===== src/rtl/pulse_synth_multi_pkg.sv =====
// Shared definitions for the multi-channel harmonic pulse synthesiser.
// Holds the ceiling-log2 helper, the counter-width helpers used to size the
// debounce/repeat counters and the channel-count mixer, and the default
// timing constants for the board build.
package pulse_synth_multi_pkg;

  // Smallest w such that 2**w >= value (clog2(1) = 0).
  function automatic int clog2(input int value);
    int result;
    result = 0;
    while ((longint'(1) << result) < longint'(value)) begin
      result++;
    end
    return result;
  endfunction

  // Width of a counter that must hold 0..max_count, never narrower than 1 bit.
  function automatic int cnt_w(input int max_count);
    int w;
    w = clog2(max_count + 1);
    return (w < 1) ? 1 : w;
  endfunction

  // Width of the mixer count, which ranges 0..n_ch.
  function automatic int count_w(input int n_ch);
    return clog2(n_ch + 1);
  endfunction

  localparam int DEF_DEB_CYCLES    = 500000;
  localparam int DEF_REPEAT_DELAY  = 25000000;
  localparam int DEF_REPEAT_PERIOD = 5000000;

  localparam int DEF_DEB_W = cnt_w(DEF_DEB_CYCLES);
  localparam int DEF_REP_W = cnt_w((DEF_REPEAT_DELAY > DEF_REPEAT_PERIOD) ?
                                   DEF_REPEAT_DELAY : DEF_REPEAT_PERIOD);

endpackage


===== src/rtl/pulse_synth_multi_button.sv =====
// button_repeat_conditioner: turns one raw push-button into step pulses.
// The button is synchronised through two flops, debounced (the stable level
// only flips after the synchronised input has disagreed with it for
// DEB_CYCLES consecutive cycles), and then converted to one-cycle steps:
// one on press, a first repeat REPEAT_DELAY cycles later, then one every
// REPEAT_PERIOD cycles while held. Release cancels repeating at once.
// Ports:
//   clk     - system clock
//   rst_n   - asynchronous active-low reset
//   btn_raw - raw, asynchronous button level
//   step    - registered one-cycle step pulse
module button_repeat_conditioner
  import pulse_synth_multi_pkg::*;
#(
  parameter int DEB_CYCLES    = DEF_DEB_CYCLES,
  parameter int REPEAT_DELAY  = DEF_REPEAT_DELAY,
  parameter int REPEAT_PERIOD = DEF_REPEAT_PERIOD
) (
  input  logic clk,
  input  logic rst_n,
  input  logic btn_raw,
  output logic step
);

  localparam int DEB_W   = cnt_w(DEB_CYCLES);
  localparam int REP_MAX = (REPEAT_DELAY > REPEAT_PERIOD) ? REPEAT_DELAY : REPEAT_PERIOD;
  localparam int REP_W   = cnt_w(REP_MAX);

  localparam logic [DEB_W-1:0] DEB_LAST    = DEB_W'(DEB_CYCLES - 1);
  localparam logic [REP_W-1:0] DELAY_LAST  = REP_W'(REPEAT_DELAY - 1);
  localparam logic [REP_W-1:0] PERIOD_LAST = REP_W'(REPEAT_PERIOD - 1);

  logic             sync1_q, sync1_d;
  logic             sync2_q, sync2_d;
  logic             stable_q, stable_d;
  logic             repeating_q, repeating_d;
  logic             step_q, step_d;
  logic [DEB_W-1:0] deb_cnt_q, deb_cnt_d;
  logic [REP_W-1:0] rep_cnt_q, rep_cnt_d;

  always_comb begin
    sync1_d = btn_raw;
    sync2_d = sync1_q;

    // Any cycle where the input agrees with the stable level restarts the
    // debounce window from zero.
    stable_d  = stable_q;
    deb_cnt_d = '0;
    if (sync2_q != stable_q) begin
      if (deb_cnt_q == DEB_LAST) begin
        stable_d = ~stable_q;
      end else begin
        deb_cnt_d = deb_cnt_q + 1'b1;
      end
    end

    // The repeat counter measures time since the last step; it is forced to
    // zero whenever the button is not held, so release cancels repeating.
    step_d      = 1'b0;
    rep_cnt_d   = '0;
    repeating_d = 1'b0;
    if (stable_d && !stable_q) begin
      step_d = 1'b1;
    end else if (stable_d && stable_q) begin
      repeating_d = repeating_q;
      rep_cnt_d   = rep_cnt_q + 1'b1;
      if ((!repeating_q && rep_cnt_q == DELAY_LAST) ||
          ( repeating_q && rep_cnt_q == PERIOD_LAST)) begin
        step_d      = 1'b1;
        rep_cnt_d   = '0;
        repeating_d = 1'b1;
      end
    end
  end

  always_ff @(posedge clk or negedge rst_n) begin
    if (!rst_n) begin
      sync1_q     <= 1'b0;
      sync2_q     <= 1'b0;
      stable_q    <= 1'b0;
      repeating_q <= 1'b0;
      step_q      <= 1'b0;
      deb_cnt_q   <= '0;
      rep_cnt_q   <= '0;
    end else begin
      sync1_q     <= sync1_d;
      sync2_q     <= sync2_d;
      stable_q    <= stable_d;
      repeating_q <= repeating_d;
      step_q      <= step_d;
      deb_cnt_q   <= deb_cnt_d;
      rep_cnt_q   <= rep_cnt_d;
    end
  end

  assign step = step_q;

endmodule


===== src/rtl/pulse_synth_multi.sv =====
// pulse_synth_multi: N_CH harmonic square-wave channels sharing one
// button-adjusted frequency scale, mixed into a single-bit output by a
// first-order sigma-delta modulator. Channel k runs at (k+1) times the base
// frequency; each channel is gated by its own enable switch.
// Ports:
//   sysclk    - system clock
//   rst_n     - asynchronous active-low reset
//   Enable_SW - per-channel enable switches (asynchronous)
//   Bt_Plus   - raw increment button (asynchronous)
//   Bt_Minus  - raw decrement button (asynchronous)
//   Scale     - current frequency scale
//   Pulse     - registered sigma-delta mixed output
module pulse_synth_multi
  import pulse_synth_multi_pkg::*;
#(
  parameter int N_CH          = 4,
  parameter int SCALE_W       = 6,
  parameter int SCALE_INIT    = 0,
  parameter int ACC_W         = 24,
  parameter int BASE_INC      = 16,
  parameter int DEB_CYCLES    = DEF_DEB_CYCLES,
  parameter int REPEAT_DELAY  = DEF_REPEAT_DELAY,
  parameter int REPEAT_PERIOD = DEF_REPEAT_PERIOD
) (
  input  logic               sysclk,
  input  logic               rst_n,
  input  logic [N_CH-1:0]    Enable_SW,
  input  logic               Bt_Plus,
  input  logic               Bt_Minus,
  output logic [SCALE_W-1:0] Scale,
  output logic               Pulse
);

  localparam int COUNT_W = count_w(N_CH);
  // The sigma-delta sum reaches at most 2*N_CH-1, one bit wider than count.
  localparam int SD_W    = COUNT_W + 1;
  localparam logic [SCALE_W-1:0] SCALE_MAX = '1;

  // The highest increment must stay below half the accumulator range, or the
  // top harmonic would alias instead of producing a square wave.
  if (((longint'(1) << SCALE_W) * longint'(N_CH) * longint'(BASE_INC)) >=
      (longint'(1) << (ACC_W - 1))) begin : g_param_check
    $error("pulse_synth_multi: increment range exceeds half the accumulator");
  end

  logic               plus_step, minus_step;
  logic [SCALE_W-1:0] scale_q, scale_d;
  logic [N_CH-1:0]    en_s1_q, en_s1_d;
  logic [N_CH-1:0]    en_s2_q, en_s2_d;
  logic [ACC_W-1:0]   acc_q [N_CH];
  logic [ACC_W-1:0]   acc_d [N_CH];
  logic [ACC_W-1:0]   inc   [N_CH];
  logic [N_CH-1:0]    ch_bit;
  logic [COUNT_W-1:0] count;
  logic [SD_W-1:0]    sd_sum;
  logic [SD_W-1:0]    sd_acc_q, sd_acc_d;
  logic               pulse_q, pulse_d;

  button_repeat_conditioner #(
    .DEB_CYCLES   (DEB_CYCLES),
    .REPEAT_DELAY (REPEAT_DELAY),
    .REPEAT_PERIOD(REPEAT_PERIOD)
  ) u_plus (
    .clk    (sysclk),
    .rst_n  (rst_n),
    .btn_raw(Bt_Plus),
    .step   (plus_step)
  );

  button_repeat_conditioner #(
    .DEB_CYCLES   (DEB_CYCLES),
    .REPEAT_DELAY (REPEAT_DELAY),
    .REPEAT_PERIOD(REPEAT_PERIOD)
  ) u_minus (
    .clk    (sysclk),
    .rst_n  (rst_n),
    .btn_raw(Bt_Minus),
    .step   (minus_step)
  );

  // Disabling a channel clears its phase so re-enabling starts at phase 0.
  for (genvar k = 0; k < N_CH; k++) begin : g_ch
    assign inc[k]    = ACC_W'((int'(scale_q) + 1) * (k + 1) * BASE_INC);
    assign acc_d[k]  = en_s2_q[k] ? (acc_q[k] + inc[k]) : '0;
    assign ch_bit[k] = acc_q[k][ACC_W-1] & en_s2_q[k];
  end

  always_comb begin
    // Simultaneous plus and minus steps cancel; both ends saturate.
    scale_d = scale_q;
    if (plus_step && !minus_step && scale_q != SCALE_MAX) begin
      scale_d = scale_q + 1'b1;
    end else if (minus_step && !plus_step && scale_q != '0) begin
      scale_d = scale_q - 1'b1;
    end

    en_s1_d = Enable_SW;
    en_s2_d = en_s1_q;

    count = '0;
    for (int k = 0; k < N_CH; k++) begin
      count = count + COUNT_W'(ch_bit[k]);
    end

    // First-order sigma-delta: the residue carries the fractional part so the
    // long-run density of Pulse equals count/N_CH.
    sd_sum = sd_acc_q + SD_W'(count);
    if (sd_sum >= SD_W'(N_CH)) begin
      sd_acc_d = sd_sum - SD_W'(N_CH);
      pulse_d  = 1'b1;
    end else begin
      sd_acc_d = sd_sum;
      pulse_d  = 1'b0;
    end
  end

  always_ff @(posedge sysclk or negedge rst_n) begin
    if (!rst_n) begin
      scale_q  <= SCALE_W'(SCALE_INIT);
      en_s1_q  <= '0;
      en_s2_q  <= '0;
      sd_acc_q <= '0;
      pulse_q  <= 1'b0;
      for (int k = 0; k < N_CH; k++) begin
        acc_q[k] <= '0;
      end
    end else begin
      scale_q  <= scale_d;
      en_s1_q  <= en_s1_d;
      en_s2_q  <= en_s2_d;
      sd_acc_q <= sd_acc_d;
      pulse_q  <= pulse_d;
      for (int k = 0; k < N_CH; k++) begin
        acc_q[k] <= acc_d[k];
      end
    end
  end

  assign Scale = scale_q;
  assign Pulse = pulse_q;

endmodule


===== config.mk =====
export PLATFORM = sky130hd
export DESIGN_NAME = pulse_synth_multi
export DESIGN_NICKNAME = d
export VERILOG_FILES = /design/src/rtl/pulse_synth_multi_pkg.sv /design/src/rtl/pulse_synth_multi_button.sv /design/src/rtl/pulse_synth_multi.sv
export SDC_FILE = /design/constraint.sdc
export NUM_CORES = 1
export LEC_CHECK = 0
export ABC_AREA = 0
export CAP_MARGIN = 20
export CORE_ASPECT_RATIO = 2
export CORE_UTILIZATION = 40
export CTS_BUF_LIST = sky130_fd_sc_hd__clkbuf_8
export DETAILED_ROUTE_END_ITERATION = 10
export GPL_TIMING_DRIVEN = 0
export SETUP_SLACK_MARGIN = 0.02
export SYNTH_ARGS = -nofsm -noshare
export SYNTH_HDL_FRONTEND = slang
export SYNTH_SLANG_ARGS = --single-unit
export TNS_END_PERCENT = 5

===== constraint.sdc =====
create_clock -name sysclk -period 4.3 [get_ports sysclk]
set_input_delay 0.86 -clock sysclk [delete_from_list [all_inputs] [get_ports sysclk]]
set_output_delay 0.86 -clock sysclk [all_outputs]
set_load 0.1 [all_outputs]

==> flow_metrics.env <==
export IMPL_grt_usage_pct=17.7
export IMPL_grt_max_degree=118
export IMPL_power_density_mw_per_mm2=275
export IMPL_num_vias=7579
export IMPL_wl_met2_microns=12100
export IMPL_dpl_cell_area_sq_mm=0.0110
export IMPL_worst_pin_slew_ps=974
export IMPL_pin_count=15
export IMPL_die_y_microns=230
export IMPL_first_global_vias=7894
export IMPL_fin_nets=1155
export IMPL_yosysTopAreaCellShare_pct=46.5
export IMPL_clock_latency_ps=510
export IMPL_rows=83
export IMPL_ys_flop_type="dfrtp_1"
export IMPL_drt_pass1_iterations=4
export IMPL_grt_ovfl_total=0
export IMPL_regArea_sq_mm=0.00486
export IMPL_rsz0062_at_grt="true"
export IMPL_clkTransAtPathRegs_ps=100
export IMPL_seq_area_frac_synth_pct=46.5
export IMPL_avgSynthCellArea_sq_um=9.97
export IMPL_synth_xor_xnor_area_share_pct=11.2
export IMPL_cts_root_buffer="clkbuf_8"
export IMPL_cts_tree="yes"
export IMPL_synth_seq_cells=194
export IMPL_route_met3_wl_microns=484
export IMPL_core_area_sq_mm=0.0257
export IMPL_hpwl_microns=15600
export IMPL_top_layer_used="met4"
export IMPL_final_hold_viol_count=0
export IMPL_multiInputGateArea_sq_mm=0.00545
export IMPL_relSlewSlack_pct=34.9
export IMPL_diodes=0
export IMPL_muxShareOfSynthArea_pct=1.94
export IMPL_end_kind="register"
export IMPL_syn_num_nets=1118
export IMPL_synth_fa_ha_area_share_pct=8.20
export IMPL_crit_required_ps=4690
export IMPL_routed_wl_microns=21400
export IMPL_synth_compound_area_share_pct=8.69
export IMPL_crit_arrival_ps=4480
export IMPL_syn_area_sq_mm=0.0104
export IMPL_finalMaxSlewViolations=0
export IMPL_via_per_inst=5.27
export IMPL_async_flop_share_pct=100
export IMPL_htree_levels=4
export IMPL_fin_cells=1437
export IMPL_worstSetupPathType="reg2reg"
export IMPL_antenna_found_initial=0
export IMPL_yosys_area_top_type="dfrtp_1"
export IMPL_finalCritPeriodShare_pct=95.0
export IMPL_initial_utilization_pct=40.7
export IMPL_synth_top_family_by_area="simple AND/OR/NAND/NOR gates"
export IMPL_first_iter_violations=287
export IMPL_crit_fanout=8
export IMPL_fillers=2481
export IMPL_m1WireLength_microns=8080
export IMPL_final_util_pct=45.0
export IMPL_postRouteAntennaNets=0
export IMPL_synth_simple_area_share_pct=21.2
export IMPL_port_buffers=14
export IMPL_routabilityCongestion=0.772
export IMPL_die_area_sq_mm=0.0268
export IMPL_cap_violations=0
export IMPL_rrSetupSlack_ps=210
export IMPL_synthDistinctLibCells=60
export IMPL_layout_drive_gt1_share_pct=6.56
export IMPL_grt_pass1_wl_microns=37000
export IMPL_holdWs_ps=288
export IMPL_clock_sinks=194
export IMPL_setup_viol=0
export IMPL_fin_area_sq_mm=0.0116
export IMPL_vdd_ir_drop_max_mv=0.195
export IMPL_drc=0
export IMPL_hold_path_class="in2async"
export IMPL_netlist_top_cells_area="dfrtp_1, xor2_1, ha_1"
export IMPL_fmax_mhz=245
export IMPL_holdBufCountCts=0
export IMPL_status="complete, no violations"
export IMPL_area_delta_synth_final_pct=10.7
export IMPL_total_power_w=0.00318
export IMPL_die_w_microns=116
export IMPL_final_cell_mix="dfrtp_1, nor2_1, xor2_1, nand2_1, nand3_1"
export IMPL_yosysWarnings=0
export IMPL_finalCriticalPeriod_ps=4090
export IMPL_synthCells=1047
export IMPL_final_common_cell="dfrtp_1"
export IMPL_p_leak_nw=5.04
export IMPL_synth_edf_count=0
export IMPL_fin_skew_ps=16.2
export IMPL_cts_inserted_buffers=17
export IMPL_cp_start_kind="register"
export IMPL_wl_per_cell_microns=14.9
export IMPL_cts_buffer_depth=2
export IMPL_place_inst=1403
==> where the power goes <==
| group | internal, W | switching, W |
|---|---|---|
| logic | 0.0000404 | 0.0000854 |
| clock network | 0.000474 | 0.000718 |
| registers | 0.00184 | 0.0000140 |
==> state kept, by name, summed over array words and instances (netlist names), 4 cells and up <==
signal	flops
u_minus.rep_cnt_q	25
en_s1_q	4
en_s2_q	4
sd_acc_q	4
acc_q	77
Scale	6
u_plus.rep_cnt_q	25
u_plus.deb_cnt_q	19
u_minus.deb_cnt_q	19
==> what timing repair did <==
item | in CTS | in global routing
buffers inserted | 3 | 0
gates resized for setup | 13 | 5
cloned | 0 | 0
setup endpoints to repair | 11 | 10
==> path summary, 6_finish.rpt <==
kind / startpoint / end / cells past startpoint
max in group asynchronous: rst_n / u_plus.deb_cnt_q[9] / 2
worst max-delay path: Scale[0] / acc_q[47] / 14
worst min register to register: en_s1_q[3] / en_s2_q[3] / 0
min in group sysclk: en_s1_q[3] / en_s2_q[3] / 0
worst max register to register: Scale[0] / acc_q[47] / 14
worst min-delay path: rst_n / acc_q[89] / 1
==> per-layer routing <==
metal,track usage [%],up-vias
met3,3.75,39
met2,33.3,72
li1,-,3714
met1,17.9,3754
met4,8.17,0
met5,0,-
==> cell type report <==
type,count,area share (%)
multi-input combinational,799,47.2
tap,340,3.68
inverter,36,1.20
sequential,194,42.1
clock inverter,15,1.29
clock buffer,17,2.03
buffer,17,0.823
timing repair buffer,19,1.73
==> worst max-delay path, cell delays in order, from the launching register on <==
cell and delay (ps):
dfrtp_4 560, ha_1 290, xor2_4 190, ha_1 310, ha_1 220, fa_1 410
a21oi_1 160, o21bai_1 100, xor2_1 160, ha_2 410, o21ai_0 110, nand2b_1 90
o2111ai_2 280, a211oi_2 320, mux2_2 360
==> cells in the mapped netlist (7+ instances only) <==
master	count
a211oi_1	24
a21o_1	13
a21oi_1	35
and2_1	9
and3_1	26
and4_1	9
clkbuf_1	14
dfrtp_1	194
fa_1	9
ha_1	54
inv_1	35
mux2i_1	12
nand2_1	65
nand2b_1	17
nand3_1	54
nand4_1	32
nor2_1	166
nor3_1	23
nor4_1	7
o2111ai_1	7
o211ai_1	8
o21a_1	8
o21ai_0	19
xnor2_1	48
xor2_1	86
==> per-stage QoR <==
stage          TNS (ps)  worst slack [ps]
2_1_floorplan         0              49.5
3_3_place_gp   -1190380             -7540
3_5_place_dp      -2510              -459
4_1_cts               0              39.6
5_1_grt           -3.90             -3.90
6_report              0               214
==> cells by family after synthesis <==
family          count (synthesis)
simple gates                  447
xor+xnor                      134
flops                         194
compound gates                136
buf+inv                        54
fa+ha+maj                      63
mux                            19
No activity file was read; power rests on OpenSTA's default activity.
